--- config.mk ---
export PLATFORM = sky130hd
export DESIGN_NAME = vga_vtgen
export DESIGN_NICKNAME = d
export VERILOG_FILES = /design/src/rtl/vga_vtgen.sv
export SDC_FILE = /design/constraint.sdc
export NUM_CORES = 1
export LEC_CHECK = 0
export CAP_MARGIN = 30
export CELL_PAD_IN_SITES_DETAIL_PLACEMENT = 0
export CELL_PAD_IN_SITES_GLOBAL_PLACEMENT = 1
export CORE_MARGIN = 4
export CORE_UTILIZATION = 44
export CTS_BUF_LIST = sky130_fd_sc_hd__clkbuf_8
export CTS_CLUSTER_DIAMETER = 200
export CTS_CLUSTER_SIZE = 25
export DETAILED_ROUTE_END_ITERATION = 8
export PLACE_DENSITY = 0.95
export SLEW_MARGIN = 20
export SYNTH_ARGS = -nofsm -noshare
export SYNTH_HDL_FRONTEND = slang
export SYNTH_SLANG_ARGS = --single-unit
--- constraint.sdc ---
create_clock -name clk_i -period 5.9 [get_ports clk_i]
set_clock_uncertainty 0.2 [all_clocks]
set_input_delay 1.18 -clock clk_i [delete_from_list [all_inputs] [get_ports clk_i]]
set_output_delay 1.18 -clock clk_i [all_outputs]
set_load 0.1 [all_outputs]
--- src/rtl/vga_vtgen.sv ---
// VGA video timing generator: line/frame counters, sync/gate/blank decode, registered outputs.
// Interlaced field support is built only when VGA_VTGEN_INTERLACE_EN is defined.
module vga_vtgen #(
    parameter int HW = 16,
    parameter int VW = 16,
    parameter int SW = 8
) (
    input  logic          clk_i,
    input  logic          nrst_i,
    input  logic          ena_i,
    input  logic          hpol_i,
    input  logic          vpol_i,
    input  logic          cpol_i,
    input  logic          bpol_i,
    input  logic [SW-1:0] thsync_i,
    input  logic [SW-1:0] thgdel_i,
    input  logic [HW-1:0] thgate_i,
    input  logic [HW-1:0] thlen_i,
    input  logic [SW-1:0] tvsync_i,
    input  logic [SW-1:0] tvgdel_i,
    input  logic [VW-1:0] tvgate_i,
    input  logic [VW-1:0] tvlen_i,
    input  logic          interlace_i,
    output logic          hsync_o,
    output logic          vsync_o,
    output logic          csync_o,
    output logic          blank_o,
    output logic          gate_o,
    output logic          eoh_o,
    output logic          eov_o,
    output logic          field_o,
    output logic [HW-1:0] hcnt_o,
    output logic [VW-1:0] vcnt_o
);

    // Window bounds are sums of several fields; widen so they never overflow.
    localparam int HXW = ((HW > SW) ? HW : SW) + 2;
    localparam int VXW = ((VW > SW) ? VW : SW) + 2;

    logic [HW-1:0]  hcnt_q, hcnt_d;
    logic [VW-1:0]  vcnt_q, vcnt_d;

    logic [HXW-1:0] hpos, hsync_last, hgate_first, hgate_last;
    logic [VXW-1:0] vpos, vsync_last, vgate_first, vgate_last;
    logic [VW:0]    vlast;
    logic           odd_field;
    logic           hsync_raw, vsync_raw, hgate_raw, vgate_raw, gate_raw;
    logic           eol, eof;

    assign hpos        = HXW'(hcnt_q);
    assign hsync_last  = HXW'(thsync_i);
    assign hgate_first = HXW'(thsync_i) + HXW'(thgdel_i) + HXW'(2);
    assign hgate_last  = hgate_first + HXW'(thgate_i);

    assign vpos        = VXW'(vcnt_q);
    assign vsync_last  = VXW'(tvsync_i);
    assign vgate_first = VXW'(tvsync_i) + VXW'(tvgdel_i) + VXW'(2);
    assign vgate_last  = vgate_first + VXW'(tvgate_i);

`ifdef VGA_VTGEN_INTERLACE_EN
    logic        field_q, field_d;
    logic [HW:0] hhalf;
    logic        past_half;

    assign odd_field = interlace_i & field_q;
    assign hhalf     = ({1'b0, thlen_i} + (HW+1)'(1)) >> 1;
    assign past_half = ({1'b0, hcnt_q} >= hhalf);
`else
    logic unused_interlace;

    assign odd_field        = 1'b0;
    assign unused_interlace = interlace_i;
`endif

    // The odd field carries one extra line.
    assign vlast = {1'b0, tvlen_i} + (VW+1)'(odd_field);

    // Counters never exceed their limit, so windows past the wrap are truncated for free.
    assign hsync_raw = (hpos <= hsync_last);
    assign hgate_raw = (hpos >= hgate_first) && (hpos <= hgate_last);
    assign vgate_raw = (vpos >= vgate_first) && (vpos <= vgate_last);
    assign gate_raw  = hgate_raw & vgate_raw;

    assign eol = (hcnt_q == thlen_i);
    assign eof = eol && ({1'b0, vcnt_q} == vlast);

    always_comb begin
        // NOTE: every signal assigned in a combinational block gets a default first, so no latch is inferred.
        vsync_raw = (vpos <= vsync_last);
`ifdef VGA_VTGEN_INTERLACE_EN
        // Odd field: vsync edges move to mid-line.
        if (odd_field) begin
            vsync_raw = ((vcnt_q == '0) && past_half)
                     || ((vpos >= VXW'(1)) && (vpos <= vsync_last))
                     || ((vpos == vsync_last + VXW'(1)) && !past_half);
        end
`endif
    end

    always_comb begin
        hcnt_d = (hcnt_q >= thlen_i) ? '0 : hcnt_q + HW'(1);
        vcnt_d = vcnt_q;
        if ({1'b0, vcnt_q} > vlast) begin
            vcnt_d = '0;
        end else if (eol) begin
            vcnt_d = eof ? '0 : vcnt_q + VW'(1);
        end
        if (!ena_i) begin
            hcnt_d = '0;
            vcnt_d = '0;
        end
    end

    // NOTE: sequential state is updated with non-blocking assignments so every register samples pre-edge values.
    always_ff @(posedge clk_i or negedge nrst_i) begin
        if (!nrst_i) begin
            hcnt_q <= '0;
            vcnt_q <= '0;
        end else begin
            hcnt_q <= hcnt_d;
            vcnt_q <= vcnt_d;
        end
    end

    // Disabled: raw syncs inactive and gate low, so blank lands at its active level.
    always_ff @(posedge clk_i or negedge nrst_i) begin
        if (!nrst_i) begin
            hsync_o <= 1'b0;
            vsync_o <= 1'b0;
            csync_o <= 1'b0;
            blank_o <= 1'b0;
            gate_o  <= 1'b0;
            eoh_o   <= 1'b0;
            eov_o   <= 1'b0;
            hcnt_o  <= '0;
            vcnt_o  <= '0;
        end else begin
            hsync_o <= (ena_i & hsync_raw) ^ hpol_i;
            vsync_o <= (ena_i & vsync_raw) ^ vpol_i;
            csync_o <= (ena_i & (hsync_raw | vsync_raw)) ^ cpol_i;
            blank_o <= ~(ena_i & gate_raw) ^ bpol_i;
            gate_o  <= ena_i & gate_raw;
            eoh_o   <= ena_i & eol;
            eov_o   <= ena_i & eof;
            hcnt_o  <= ena_i ? hcnt_q : '0;
            vcnt_o  <= ena_i ? vcnt_q : '0;
        end
    end

`ifdef VGA_VTGEN_INTERLACE_EN
    always_comb begin
        field_d = field_q;
        if (!ena_i || !interlace_i) begin
            field_d = 1'b0;
        end else if (eof) begin
            field_d = ~field_q;
        end
    end

    always_ff @(posedge clk_i or negedge nrst_i) begin
        if (!nrst_i) begin
            field_q <= 1'b0;
            field_o <= 1'b0;
        end else begin
            field_q <= field_d;
            field_o <= ena_i & field_q;
        end
    end
`else
    assign field_o = 1'b0;
`endif

endmodule
==> impl_results.md <==
- Outcome: finished clean
- Die area: 18300 sq um
- Synth top area cells: ha_1 27%, dfrtp_1 25%, inv_1 4.7%, a21oi_1 4.3%, xnor2_1 3.7%
- Hold Crit Depth: 1
- Placer Congestion: 0.827
- Clk slew on worst S/H paths: 70 ps
- First-pass DRT Iterations: 4
- CP required: 5970 ps
- Synth Register Bits: 71
- Final wirelength: 18400 microns
- Port bufs: 141
- Worst setup EP type: flip-flop
- Fin crit share: 0.975
- CTS tree: done
- Clock Latency Late Sink: 340 ps
- Final std cell area, no fill: 9940 sq um
- Diode count: 0
- Worst-path fanout max: 3
- Overall Global Routing Usage: 0.200
- Syn Inst Count: 819
- First-pass GRT wire length: 29800 microns
- Reg2reg path depth: 8
- Dpl hpwl: 14600 microns
- # H-tree levels: 3
- Seq/Total Area, Yosys: 0.249
- Synth area leader: ha_1
- Worst Setup Path Type: in2reg
- Data arrival, critical path: 5820 ps
- Initial Util: 0.450
- Max-slew violation count: 0
- Post-DRT Antenna Nets: 0
- Primary FF master, synth: dfrtp_1
- Period minus WS final: 5750 ps
- Max rail drop VDD: between 90 and 100 uV
- CP Launch Type: primary input
- Yosys warning count: 0
- Final net count: roughly 1300
- Max frequency: 174 MHz
- Via count: 6483
- RSZ-0062 raised after global routing: yes
- Die width: 135 microns
- Max_cap viols: 0
- Clock Path Buffers: 2
- Die height: 135 microns
- Largest net degree at the start of global routing: 72
- Initial antenna violation count: 0
- Placed instance area: 9220 sq um
- Synthesized netlist net count: 1081
- Initial DRC Count: 244
- # rows: 46
- Unique masters post-synth: 55
- Leak: between 5 and 6 nW
- Mapped cell area: 7140 sq um
- Vias per inst: between 5 and 6
- GRT Residual Overflow: 0
- Hold WC Path Type: reg2reg
- Worst-margin pin slew: 1020 ps
- Core area: 15900 sq um
- Total power: 1.75 mW
- Number of remaining DRC errors: 0
- EDFF count, synth: 0
- Final Hold Fails: 0
- CTS root buf: clkbuf_8
- P&R area growth vs syn: 39.3%
- Wire per inst: roughly 14 microns
- Share of layout cells above drive strength 1: 0.159
- Post-synthesis average cell area: about 8.7 sq um
- WHS: roughly 330 ps
- Vias in the first global route: 6294
- Pwr Density: roughly 180 nW/um^2
- Share of the synthesized area in the top cell type: 0.270
- Io pins: ~140
- Slew HR: 0.316
- Final setup fails: 0
- Total CTS buffers: 9
- CTS sink count: 71
- Async set-reset flop share out of synthesis: 1.00
## flip-flops by register name (all words and copies together) (netlist names)
register  flops
blank_o       1
csync_o       1
eoh_o         1
eov_o         1
gate_o        1
hcnt_o       16
hcnt_q       16
hsync_o       1
vcnt_o       16
vcnt_q       16
vsync_o       1
## synthesized netlist by cell type (all sizes together), types with 27 or more instances
library cell	count
nor2	59
nand2	49
nand3	35
dfrtp	71
inv	89
ha	154
a21oi	63
xnor2	30
a21o	28
xor2	27
and2	33
o21ai	28
## power breakdown
group	total [mW]	leakage, nW	switching (mW)	internal [mW]
clock	0.345	0.102	0.165	0.180
combinational	0.905	3.99	0.449	0.456
sequential	0.498	0.979	0.00596	0.492
total	1.75	5.08	0.620	1.13
## per-stage QoR
stage | setup TNS, ps | std cells | setup WS, ps | util
global route | -74.7 | 1267 | -47.2 | 0.626
floorplan | 0 | 819 | 75.2 | -
CTS | 0 | 1265 | 13.8 | 0.608
detailed placement | -1440 | 1225 | -729 | 0.581
finish | 0 | 1267 | 150 | 0.626
global placement | -1150 | 1224 | -579 | 0.579
## cell families (layout without fill, tap and decap cells)
kind of cell             count (synthesis)  count (layout)  synth area share
buffers and inverters                   99             331            0.0547
AND/OR/NAND/NOR                        261             261             0.189
flip-flops                              71              71             0.249
other                                    1               1          0.000525
adder cells (fa/ha/maj)                158             158             0.281
XOR/XNOR                                57              57            0.0699
AO/OA/AOI/OAI                          172             172             0.156
## routing by layer
| metal | track usage | part of all wire |
|---|---|---|
| met1 | 0.282 | 0.48 |
| met2 | 0.323 | 0.46 |
| met3 | 0.0293 | 0.045 |
| met4 | 0.0504 | 0.014 |
| met5 | 0 | 0 |
## worst paths after layout
path	startpoint	end	slack (ps)
max in group asynchronous	nrst_i	hcnt_o[4]	4310
worst min-delay path	hcnt_q[0]	hcnt_q[0]	330
worst max-delay path	thsync_i[1]	blank_o	150
worst min register to register	hcnt_q[0]	hcnt_q[0]	330
min in group asynchronous	nrst_i	vcnt_o[4]	650
worst max register to register	hcnt_q[3]	vcnt_q[12]	2950
## repair_timing
action / in CTS / in global routing
resized for setup: 20 / 57
pin swaps: 22 / 49
cloned: 0 / 0
hold buffers: 0 / 0
hold endpoints to repair: 0 / 0
buffers inserted: 25 / 1
endpoints found under the setup margin: 2 / 4
## worst max-delay path, cell delays in order
cell and delay [ps]:
dlygate4sd2_1 200, inv_1 50, ha_1 270, inv_1 60, ha_4 170, fa_2 360
a21o_1 180, a21oi_2 160, o21bai_1 100, a21oi_2 210, xnor2_2 110, ha_4 300
nand2_2 80, o21ai_2 140, a21oi_2 50, o21bai_1 140, a21o_1 190, buf_6 120
nand3_1 80, xor2_1 160, ha_1 290, nand4_1 150, nor3_2 250, a211oi_2 100
a32o_2 270, a311oi_2 290, xnor2_1 150
## final cells by class
| type | instances | area (sq um) |
|---|---|---|
| clock buffer | 12 | 165 |
| clock inverter | 3 | 11.3 |
| fill | 1374 | 5940 |
| inverter | 89 | 334 |
| multi-input combinational | 649 | 5280 |
| sequential | 71 | 1780 |
| tap | 216 | 270 |
| timing repair buffer | 227 | 2100 |
## layout by cell type, fill, tap and decap left out, types with 3 or more instances in the layout
| cell | n |
|---|---|
| inv_1 | 91 |
| nor3b_1 | 3 |
| nor2b_1 | 15 |
| nor3_2 | 4 |
| nor3_1 | 10 |
| o21ai_1 | 3 |
| nand2b_1 | 4 |
| nand3_2 | 4 |
| o21ai_0 | 22 |
| dfrtp_1 | 71 |
| ha_1 | 145 |
| ha_4 | 6 |
| a31oi_1 | 3 |
| nand2_1 | 47 |
| or2_2 | 4 |
| a31oi_4 | 3 |
| a21o_1 | 28 |
| or3_1 | 3 |
| a211oi_1 | 5 |
| nand3_1 | 31 |
| and2_1 | 31 |
| a21oi_1 | 50 |
| nor2_1 | 57 |
| a21oi_2 | 10 |
| xor2_1 | 26 |
| nor4_1 | 6 |
| clkbuf_8 | 12 |
| xnor2_1 | 28 |
| buf_4 | 82 |
| a211o_1 | 4 |
| a21oi_4 | 3 |
| and3_1 | 12 |
| nand4_1 | 13 |
| clkdlybuf4s50_1 | 133 |
| o21a_1 | 9 |
| ha_2 | 3 |
| o21bai_1 | 6 |
| dlymetal6s2s_1 | 5 |
| o21ai_2 | 3 |
Power figures use the tool's default switching activity.
